**src/rtl/anchor_ebi_rd.sv**
```systemverilog
// EBI read-port engine: qualifies the synchronised read strobe, pops one FWFT word
// per accepted strobe, holds it on the EBI bus, counts frames and flags underflow.
module anchor_ebi_rd #(
    parameter int          DATA_W    = 16,
    parameter int          FRAME_LEN = 1024,
    parameter int          QUAL_CYC  = 2,
    parameter int unsigned FILL_WORD = 32'h0000_DEAD,
    localparam int         CNT_W     = $clog2(FRAME_LEN)
) (
    input  logic              rd_clk,
    input  logic              rd_rst_n,
    input  logic              rd_ena,
    input  logic [DATA_W-1:0] fifo_dout,
    input  logic              fifo_empty,
    output logic              fifo_rd_en,
    output logic [DATA_W-1:0] ebi_dout,
    output logic              ebi_doe,
    output logic [CNT_W-1:0]  word_cnt,
    output logic              frame_done,
    output logic              underflow,
    input  logic              underflow_clr,
    output logic [1:0]        dbg_state
);

    localparam int                QW       = (QUAL_CYC > 1) ? $clog2(QUAL_CYC) : 1;
    localparam logic [DATA_W-1:0] FILL_VAL = DATA_W'(FILL_WORD);
    localparam logic [QW-1:0]     Q_LAST   = QW'(QUAL_CYC - 1);
    localparam logic [CNT_W-1:0]  W_LAST   = CNT_W'(FRAME_LEN - 1);

    typedef enum logic [1:0] {
        IDLE = 2'd0,
        QUAL = 2'd1,
        HOLD = 2'd2
    } state_t;

    state_t            r_state;
    state_t            w_next_state;
    logic [QW-1:0]     r_qcnt;
    logic [QW-1:0]     w_next_qcnt;
    logic              w_accept;
    logic              w_last_word;

    logic [DATA_W-1:0] r_dout;
    logic              r_doe;
    logic              r_rd_en;
    logic [CNT_W-1:0]  r_word_cnt;
    logic              r_frame_done;
    logic              r_underflow;

    assign w_last_word = (r_word_cnt == W_LAST);

    // The strobe is accepted on the QUAL_CYC-th consecutive high sample, once per strobe.
    always_comb begin
        w_next_state = r_state;
        w_next_qcnt  = r_qcnt;
        w_accept     = 1'b0;
        case (r_state)
            IDLE: begin
                if (rd_ena) begin
                    if (QUAL_CYC == 1) begin
                        w_accept     = 1'b1;
                        w_next_state = HOLD;
                    end else begin
                        w_next_state = QUAL;
                        w_next_qcnt  = QW'(1);
                    end
                end
            end
            QUAL: begin
                if (!rd_ena) begin
                    w_next_state = IDLE;
                    w_next_qcnt  = '0;
                end else if (r_qcnt == Q_LAST) begin
                    w_accept     = 1'b1;
                    w_next_state = HOLD;
                    w_next_qcnt  = '0;
                end else begin
                    w_next_qcnt  = r_qcnt + QW'(1);
                end
            end
            HOLD: begin
                if (!rd_ena) begin
                    w_next_state = IDLE;
                end
            end
            default: begin
                w_next_state = IDLE;
                w_next_qcnt  = '0;
            end
        endcase
    end

    always_ff @(posedge rd_clk or negedge rd_rst_n) begin
        if (!rd_rst_n) begin
            r_state      <= IDLE;
            r_qcnt       <= '0;
            r_dout       <= '0;
            r_doe        <= 1'b0;
            r_rd_en      <= 1'b0;
            r_word_cnt   <= '0;
            r_frame_done <= 1'b0;
            r_underflow  <= 1'b0;
        end else begin
            r_state      <= w_next_state;
            r_qcnt       <= w_next_qcnt;
            r_doe        <= (w_next_state == HOLD);
            r_rd_en      <= w_accept & ~fifo_empty;
            r_frame_done <= w_accept & w_last_word;
            if (w_accept) begin
                r_dout     <= fifo_empty ? FILL_VAL : fifo_dout;
                // Underflow reads still advance the frame so the host stays aligned.
                r_word_cnt <= w_last_word ? '0 : r_word_cnt + CNT_W'(1);
            end
            if (w_accept && fifo_empty) begin
                r_underflow <= 1'b1;
            end else if (underflow_clr) begin
                r_underflow <= 1'b0;
            end
        end
    end

    assign fifo_rd_en = r_rd_en;
    assign ebi_dout   = r_dout;
    assign ebi_doe    = r_doe;
    assign word_cnt   = r_word_cnt;
    assign frame_done = r_frame_done;
    assign underflow  = r_underflow;
    assign dbg_state  = r_state;

endmodule

```
**config.mk**
```make
export PLATFORM = sky130hd
export DESIGN_NAME = anchor_ebi_rd
export DESIGN_NICKNAME = d
export VERILOG_FILES = /design/src/rtl/anchor_ebi_rd.sv
export SDC_FILE = /design/constraint.sdc
export NUM_CORES = 1
export LEC_CHECK = 0
export CORE_ASPECT_RATIO = 0.8
export CORE_MARGIN = 5
export CORE_UTILIZATION = 39
export DETAILED_ROUTE_END_ITERATION = 12
export PLACE_DENSITY = 0.73
export SLEW_MARGIN = 20
export SYNTH_ARGS = -nofsm -noshare
export SYNTH_HDL_FRONTEND = slang
export SYNTH_SLANG_ARGS = --single-unit
```
**constraint.sdc**
```tcl
create_clock -name rd_clk -period 1.53 [get_ports rd_clk]
set_input_delay 0.2295 -clock rd_clk [delete_from_list [all_inputs] [get_ports rd_clk]]
set_output_delay 0.2295 -clock rd_clk [all_outputs]
set_load 0.05 [all_outputs]
```
==> impl_metrics.env, run 1 <==
export IMPL_maxSlewViolCount=0
export IMPL_timing_hold_ws_ps=338.8
export IMPL_die_w_um=76.66
export IMPL_worst_pin_slew_ps=509.1
export IMPL_synth_top_area_cell="dfrtp_1"
export IMPL_grt_overflow=0
export IMPL_required_ps=1700
export IMPL_max_stage_delay_ps=390
export IMPL_worst_setup_path_end_kind="register"
export IMPL_finClkSkew_ps=11.19
export IMPL_yosysSeqAreaShare_pct=59.57
export IMPL_post_cts_buffers=0
export IMPL_synth_area_mm2=0.001386
export IMPL_cts_tree="yes"
export IMPL_grt_pass1_wl_mm=5.678
export IMPL_drive_gt1_share_pct=29.25
export IMPL_postRouteAntennaNets=0
export IMPL_place_hpwl_mm=2.584
export IMPL_dr_pass1_iters=4
export IMPL_rsz0062_at_grt="no"
export IMPL_synth_main_ff_cell="dfrtp_1"
export IMPL_crit_top_cell="a21o_1"
export IMPL_cts_buffers=5
export IMPL_wl_mm=3.330
export IMPL_path_class="reg2reg"
export IMPL_critPathLaunchType="register"
export IMPL_place_gp_congestion=0.8326
export IMPL_grt_pass1_vias=1279
export IMPL_clockRootBuffer="clkbuf_8"
export IMPL_cts_max_path_buffers=2
export IMPL_post_route_period_util_pct=95.89
export IMPL_vias_per_cell=4.992
export IMPL_ys_warn_count=0
export IMPL_p_leak_uw=0.001074
export IMPL_antenna_diode_count=0
export IMPL_critical_path_arrival_ps=1640
export IMPL_seq_area_um2=833.3
export IMPL_max_cap_violations=0
export IMPL_setup_viol=0
export IMPL_clk_transition_reported_paths_ps=60
export IMPL_drc=0
export IMPL_dieArea_mm2=0.004854
export IMPL_first_iter_violations=58
export IMPL_multi_input_area_um2=551.8
export IMPL_power_total_uw=4347
export IMPL_synth_nets=164
export IMPL_avgSynthCellArea_um2=9.763
export IMPL_outcome="completed"
export IMPL_area_delta_synth_final_pct=60.65
export IMPL_clock_sinks=33
export IMPL_insertion_delay_ps=290
export IMPL_start_util_pct=40.50
export IMPL_hold_buffers=0
export IMPL_p_per_area_mw_per_mm2=1952
export IMPL_min_path_type="in2async"
export IMPL_ys_ff_latch=33
export IMPL_num_nets_final=233
export IMPL_final_hold_violation_count=0
export IMPL_slowest_stage="dfrtp_2"
export IMPL_grt_util_all_layers_pct=14.73
export IMPL_pin_count=53
export IMPL_slew_headroom_pct=65.95
export IMPL_die_h_um=63.33
export IMPL_synth_top_cells_by_area="dfrtp_1, nand2_1, o21ai_0"
export IMPL_vias=1268
export IMPL_htree_levels=2
export IMPL_synth_enable_flop_cells=0
export IMPL_io_buffers=52
export IMPL_synth_top_area_share_pct=59.57
export IMPL_worst_ir_drop_vdd_uv=1416
export IMPL_postSynthCellCount=142
export IMPL_max_freq_mhz=681.6
export IMPL_min_period_ps=1467
export IMPL_fp_row_count=19
export IMPL_wl_per_cell_um=13.11
export IMPL_cp_max_fo=5
export IMPL_antenna_found_initial=0
export IMPL_fillers=272
export IMPL_async_flop_share_pct=100.0
export IMPL_yosysUniqueCellTypes=28
export IMPL_core_mm2=0.003423
export IMPL_critical_path_cell_chain="ha_4 > nand4_1 > or2_1 > a21o_1 > a21o_1"
export IMPL_grt_start_max_net_pins=34
-- state kept, by name, summed over array words and instances, names as in the netlist --
name        count
dbg_state       2
frame_done      1
word_cnt       10
underflow       1
r_qcnt          1
ebi_doe         1
ebi_dout       16
fifo_rd_en      1
-- critical path, delay by kind of cell (launching register included) --
kind                       cells  cell delay (ps)
AOI/OAI and AO/OA              2              350
adders and majority gates      1              160
DFF                            1              390
and+or+nand+nor                2              460
-- timing repair --
item | 4_1_cts | 5_1_grt
resized for setup | 0 | 1
endpoints found under the setup margin | 0 | 2
hold endpoints to repair | 0 | 0
-- metal layers --
| metal | wire length (µm) | global-route usage (%) | up-vias | part of all wire, % |
|---|---|---|---|---|
| met3 | 420 | 8.974 | 3 | 13 |
| li1 | - | - | 618 | - |
| met2 | 1464 | 22.03 | 55 | 44 |
| met4 | 32 | 4.585 | 0 | 0.96 |
| met5 | 0 | 0 | - | 0 |
| met1 | 1413 | 17.58 | 592 | 42 |
-- cells in the mapped netlist, types with 2 or more instances --
cell	n
clkbuf_1	4
dfrtp_1	33
a21o_1	2
nand2_1	41
o21ai_0	12
xor2_1	2
nor3_1	2
nand2b_1	3
xnor2_1	2
nand3_1	6
a21boi_0	2
nand3b_1	6
o21ai_1	3
or2_1	2
nand4_1	3
nor2_1	7
-- cell families after synthesis --
kind of cell             Yosys count  share of synthesized area (%)
adder cells (fa/ha/maj)            1                         0.9024
buffers and inverters              6                          1.714
AND/OR/NAND/NOR                   74                          25.00
AO/OA/AOI/OAI                     23                          9.566
XOR/XNOR                           4                          2.528
flip-flops                        33                          59.57
multiplexers                       1                         0.7221
-- cell usage in the layout (no fill, tap or decap), types with 5 or more instances in the layout --
cell type / n
nor2_1: 6
nand2_1: 41
nand3b_1: 6
dfrtp_1: 27
buf_12: 10
clkbuf_8: 5
dfrtp_2: 6
buf_4: 37
clkdlybuf4s50_1: 20
nand3_1: 6
o21ai_0: 12
-- power by group --
part	internal (µW)	total, µW	switching, µW
registers	1170	1390	217
clock network	483	784	301
logic	756	2180	1420
total	2410	4350	1940
-- final timing paths --
check,startpoint,end,slack [ps],cells after the start
setup / recovery,word_cnt[1]$_DFFE_PN0N_,word_cnt[7]$_DFFE_PN0N_,60,5
min in group rd_clk,ebi_dout[2]$_DFFE_PN0N_,ebi_dout[2]$_DFFE_PN0N_,470,2
max in group asynchronous,rd_rst_n,word_cnt[6]$_DFFE_PN0N_,870,2
hold / removal,rd_rst_n,word_cnt[9]$_DFFE_PN0N_,340,2
setup reg to reg,word_cnt[1]$_DFFE_PN0N_,word_cnt[7]$_DFFE_PN0N_,60,5
hold reg to reg,ebi_dout[2]$_DFFE_PN0N_,ebi_dout[2]$_DFFE_PN0N_,470,2
-- through the flow --
step           worst slack (ps)  util [%]  cell area [µm²]  instances  TNS (ps)
6_report                  62.90     65.06             2227        254         0
5_1_grt                   1.195     65.06             2227        254         0
4_1_cts                   68.87     64.99             2225        254         0
3_5_place_dp             -122.5     61.84             2117        246    -913.4
3_3_place_gp             -64.61     61.84             2117        246    -301.9
2_1_floorplan            -54.07         -             1406        142    -54.07
-- area by class of cell --
cell class | count | share of cell area, %
Sequential cell | 33 | 37.42
Clock buffer | 6 | 3.258
Multi-Input combinational cell | 103 | 24.78
Clock inverter | 2 | 1.573
Timing Repair Buffer | 67 | 30.45
Tap cell | 42 | 2.360
Inverter | 1 | 0.1685
(Power assumes the default switching activity.)
==> inputs of run 2 (changes only) <==
--- a/config.mk
+++ b/config.mk
@@ -7,9 +7,9 @@
 export LEC_CHECK = 0
 export CORE_ASPECT_RATIO = 0.8
 export CORE_MARGIN = 5
-export CORE_UTILIZATION = 39
+export CORE_UTILIZATION = 46
 export DETAILED_ROUTE_END_ITERATION = 12
-export PLACE_DENSITY = 0.73
+export PLACE_DENSITY = 0.81
 export SLEW_MARGIN = 20
 export SYNTH_ARGS = -nofsm -noshare
 export SYNTH_HDL_FRONTEND = slang
==> constraint.sdc (replaced) <==
create_clock -name rd_clk -period 1.8 [get_ports rd_clk]
set_input_delay 0.27 -clock rd_clk [delete_from_list [all_inputs] [get_ports rd_clk]]
set_output_delay 0.27 -clock rd_clk [all_outputs]
set_load 0.05 [all_outputs]
==> run 2 against run 1 <==
Count of clock-buffer cells in the layout increased by 2. Worst hold slack better by 42 ps. Combinational power decreased by 22%. Sequential share of layout area up 3.5 points. Final area shrank 9.2%. Utilization rose by 6.4 points. Register-to-register slack improved by 180 ps. Sequential power fell by 15%. Via count shrank 3.6%. Cell count is 5.5% lower. Clock power decreased by 34%. Total power decreased by 22%. Largest cell class unchanged.
==> impl_metrics.env, run 2 (synthesis results as in run 1) <==
export IMPL_cts_buffers=5
export IMPL_cts_tree="yes"
export IMPL_critPathBufInv=1
export IMPL_clockRootBuffer="clkbuf_8"
export IMPL_vias_per_cell=5.092
export IMPL_place_gp_congestion=0.7965
export IMPL_postRouteAntennaNets=0
export IMPL_antenna_found_initial=0
export IMPL_final_common_cell="nand2_1"
export IMPL_slew_headroom_pct=64.76
export IMPL_io_buffers=52
export IMPL_grt_pass1_wl_mm=5.671
export IMPL_final_cell_mix="nand2_1, clkdlybuf4s50_1, dfrtp_1"
export IMPL_worst_pin_slew_ps=526.9
export IMPL_die_h_um=59.10
export IMPL_drive_gt1_share_pct=12.38
export IMPL_area_delta_synth_final_pct=45.85
export IMPL_final_hold_violation_count=0
export IMPL_outcome="completed"
export IMPL_grt_start_max_net_pins=34
export IMPL_grt_pass1_vias=1260
export IMPL_worst_ir_drop_vdd_uv=945.8
export IMPL_dp_worst_setup_slack_ps=61.15
export IMPL_antenna_diode_count=0
export IMPL_layout_cells_non_filler=240
export IMPL_post_cts_buffers=0
export IMPL_crit_family="buffers and inverters"
export IMPL_slowest_stage="clkdlybuf4s50_1"
export IMPL_critical_path_cell_chain="clkdlybuf4s50_1"
export IMPL_start_util_pct=49.00
export IMPL_wl_mm=3.283
export IMPL_rsz0062_at_grt="no"
export IMPL_cp_max_fo=2
export IMPL_reg2reg_depth=5
export IMPL_largest_reg_flops=16
export IMPL_vias=1222
export IMPL_clock_sinks=33
export IMPL_fin_tns_setup_ps=0
export IMPL_setup_slack_ps=62.95
export IMPL_setup_viol=0
export IMPL_finClkSkew_ps=5.385
export IMPL_min_period_ps=1737
export IMPL_p_per_area_mw_per_mm2=1683
export IMPL_dieArea_mm2=0.004218
export IMPL_pin_count=53
export IMPL_path_class="reg2out"
export IMPL_r2r_setup_slack_ps=240
export IMPL_die_w_um=71.38
export IMPL_rr_endpoint="word_cnt[7]$_DFFE_PN0N_"
export IMPL_insertion_delay_ps=280
export IMPL_wl_per_cell_um=13.68
export IMPL_fillers=230
export IMPL_min_path_type="in2async"
export IMPL_drc=0
export IMPL_maxSlewViolCount=0
export IMPL_max_stage_delay_ps=830
export IMPL_grt_util_all_layers_pct=17.62
export IMPL_htree_levels=2
export IMPL_cts_max_path_buffers=2
export IMPL_timing_hold_ws_ps=380.8
export IMPL_num_nets_final=223
export IMPL_fp_row_count=17
export IMPL_placed_cells=232
export IMPL_critical_path_arrival_ps=1470
export IMPL_max_freq_mhz=575.7
export IMPL_r2r_start="word_cnt[0]$_DFFE_PN0N_"
export IMPL_place_hpwl_mm=2.485
export IMPL_core_mm2=0.002829
export IMPL_grt_overflow=0
export IMPL_p_leak_uw=0.0009525
export IMPL_max_cap_violations=0
export IMPL_worst_setup_path_end_kind="output port"
export IMPL_cts_resized=0
export IMPL_hold_buffers=0
export IMPL_clk_transition_reported_paths_ps=60
export IMPL_critPathLaunchType="register"
export IMPL_dr_pass1_iters=5
export IMPL_post_route_period_util_pct=96.50
export IMPL_required_ps=1530
export IMPL_first_iter_violations=83
[run 2: power breakdown]
group	internal [µW]	total [µW]	switching [µW]
Clock	274	521	247
Sequential	991	1180	188
Combinational	544	1700	1160
[run 2: layout make-up]
type                       instances  area (µm²)  share of cell area (%)
timing repair buffer              57       525.5                   25.99
tap                               38       47.55                   2.351
multi-input combinational        103       536.8                   26.55
sequential                        33       828.3                   40.97
inverter                           1       3.754                  0.1856
clock buffer                       8       80.08                   3.960
[run 2: how the worst max path moves through the flow]
stage,start,endpoint,slack (ps),cells after the start
3_3_place_gp,rd_ena,word_cnt[7]$_DFFE_PN0N_,110,5
6_report,ebi_dout[9]$_DFFE_PN0N_,ebi_dout[9],60,1
4_1_cts,ebi_dout[9]$_DFFE_PN0N_,ebi_dout[9],50,1
5_1_grt,ebi_dout[9]$_DFFE_PN0N_,ebi_dout[9],10,1
2_1_floorplan,word_cnt[1]$_DFFE_PN0N_,word_cnt[7]$_DFFE_PN0N_,150,5
3_5_place_dp,rd_ena,word_cnt[7]$_DFFE_PN0N_,60,5
[run 2: per-layer routing]
metal | GRT usage, % | wire (µm) | vias up
met5 | 0 | 0 | -
met4 | 9.651 | 93 | 0
met3 | 7.797 | 362 | 8
met2 | 28.80 | 1526 | 49
met1 | 19.40 | 1302 | 567
li1 | - | - | 598
[run 2: metrics by stage]
stage,instance area [µm²],utilization (%),total power [µW]
floorplan,1389,-,2265
global placement,1942,68.64,2871
detailed placement,1942,68.64,2912
CTS,2022,71.47,3434
global route,2022,71.47,3585
finish,2022,71.47,3403
==> inputs of run 3 (changes only) <==
--- a/config.mk
+++ b/config.mk
@@ -9,7 +9,7 @@
 export CORE_MARGIN = 5
 export CORE_UTILIZATION = 46
 export DETAILED_ROUTE_END_ITERATION = 12
-export PLACE_DENSITY = 0.81
+export PLACE_DENSITY = 0.83
 export SLEW_MARGIN = 20
 export SYNTH_ARGS = -nofsm -noshare
 export SYNTH_HDL_FRONTEND = slang
==> run 3 against run 2 <==
Sequential cell count did not move. Final area rose by 0.68%. Clock power rose by 16%.
==> impl_metrics.env, run 3 (synthesis results as in run 1) <==
export IMPL_outcome="completed"
export IMPL_finClkSkew_ps=3.370
export IMPL_wl_per_cell_um=13.80
export IMPL_worst_ir_drop_vdd_uv=1314
export IMPL_final_hold_violation_count=0
export IMPL_critPathLaunchType="register"
export IMPL_cp_max_fo=2
export IMPL_grt_overflow=0
export IMPL_max_stage_delay_ps=820
export IMPL_insertion_delay_ps=280
export IMPL_fin_tns_setup_ps=0
export IMPL_drc=0
export IMPL_r2r_start="word_cnt[0]$_DFFE_PN0N_"
export IMPL_dp_worst_setup_slack_ps=9.903
export IMPL_grt_pass1_wl_mm=5.609
export IMPL_place_gp_congestion=0.8519
export IMPL_post_route_period_util_pct=96.47
export IMPL_max_freq_mhz=575.9
export IMPL_drive_gt1_share_pct=15.35
export IMPL_critical_path_cell_chain="clkdlybuf4s50_1"
export IMPL_worst_setup_path_end_kind="output port"
export IMPL_slew_headroom_pct=65.32
export IMPL_core_mm2=0.002829
export IMPL_top_layer="met4"
export IMPL_clock_sinks=33
export IMPL_post_cts_buffers=0
export IMPL_cts_resized=0
export IMPL_met2_length_mm=1.455
export IMPL_cts_max_path_buffers=2
export IMPL_setup_viol=0
export IMPL_worstSetupStartpoint="ebi_dout[9]$_DFFE_PN0N_"
export IMPL_vias_per_cell=5.113
export IMPL_critical_path_arrival_ps=1470
export IMPL_wl_mm=3.311
export IMPL_num_nets_final=223
export IMPL_dr_pass1_iters=4
export IMPL_setup_slack_ps=63.62
export IMPL_antenna_found_initial=0
export IMPL_io_buffers=52
export IMPL_grt_pass1_vias=1217
export IMPL_postRouteAntennaNets=0
export IMPL_p_per_area_mw_per_mm2=1711
export IMPL_htree_levels=2
export IMPL_worst_pin_slew_ps=518.6
export IMPL_antenna_diode_count=0
export IMPL_cts_tree="yes"
export IMPL_required_ps=1530
export IMPL_critPathBufInv=1
export IMPL_rr_endpoint="word_cnt[7]$_DFFE_PN0N_"
export IMPL_final_common_cell="nand2_1"
export IMPL_wl_met1_mm=1.438
export IMPL_r2r_setup_slack_ps=220
export IMPL_min_path_type="in2async"
export IMPL_p_leak_uw=0.0009706
export IMPL_largest_reg_flops=16
export IMPL_first_iter_violations=117
export IMPL_cts_buffers=5
export IMPL_fp_row_count=17
export IMPL_dieArea_mm2=0.004218
export IMPL_reg2reg_depth=5
export IMPL_hold_buffers=0
export IMPL_path_class="reg2out"
export IMPL_clk_transition_reported_paths_ps=60
export IMPL_slowest_stage="clkdlybuf4s50_1"
export IMPL_endpoint="ebi_dout[9]"
export IMPL_power_total_uw=3482
export IMPL_die_w_um=71.38
export IMPL_min_period_ps=1736
export IMPL_worst_path_stages=1
export IMPL_crit_family="buffers and inverters"
export IMPL_place_hpwl_mm=2.498
export IMPL_final_cell_mix="nand2_1, clkdlybuf4s50_1, dfrtp_1"
export IMPL_wl_met3_um=377
export IMPL_clockRootBuffer="clkbuf_8"
export IMPL_max_cap_violations=0
export IMPL_start_util_pct=49.00
export IMPL_grt_start_max_net_pins=34
export IMPL_rsz0062_at_grt="no"
export IMPL_grt_util_all_layers_pct=17.29
export IMPL_pin_count=53
export IMPL_vias=1227
export IMPL_die_h_um=59.10
export IMPL_area_delta_synth_final_pct=46.84
export IMPL_maxSlewViolCount=0
[run 3: power by group]
part           total [µW]  switching (µW)  internal [µW]  leakage (µW)
combinational        1690            1160            534      0.000498
clock                 603             258            345     0.0000542
sequential           1190             198            990      0.000419
[run 3: final cells by class]
class                   count  area (µm²)
clock buffers               7       96.34
flip-flops and latches     33       828.3
inverters                   1       3.754
repair buffers             57       518.0
multi-input cells         103       536.8
well taps                  38       47.55
fillers                   219       793.3
clock inverters             1       5.005
[run 3: routing by layer]
| layer | track usage, % | up-vias |
|---|---|---|
| met2 | 27.75 | 57 |
| met4 | 4.826 | 0 |
| li1 | - | 596 |
| met3 | 9.153 | 6 |
| met5 | 0 | - |
| met1 | 20.34 | 568 |
[run 3: worst register-to-register path, cell delays in order (launching register included)]
cell and delay [ps]:
dfrtp_2 420, ha_1 230, nand4_1 160, or2_1 330, a21o_1 180, a21o_1 170
[run 3: stage by stage]
step                      instances  hold slack (ps)  util, %  area (µm²)
final                           240            391.8    71.96        2036
after floorplan                 142           -25.59        -        1389
after global placement          232            450.0    68.38        1934
after CTS                       240            396.2    71.96        2036
after global routing            240            436.4    71.96        2036
after detailed placement        232            458.9    68.38        1934
[run 3: worst min-delay path by stage]
stage                               endpoint  slack [ps]  depth (start not counted)                      from
floorplan             dbg_state[0]$_DFF_PN0_         -30                          0                  rd_rst_n
global placement     ebi_dout[9]$_DFFE_PN0N_         450                          2   ebi_dout[9]$_DFFE_PN0N_
detailed placement  ebi_dout[14]$_DFFE_PN0N_         460                          2  ebi_dout[14]$_DFFE_PN0N_
CTS                  word_cnt[6]$_DFFE_PN0N_         400                          2                  rd_rst_n
global route         word_cnt[6]$_DFFE_PN0N_         440                          2                  rd_rst_n
finish                  frame_done$_DFF_PN0_         390                          2                  rd_rst_n
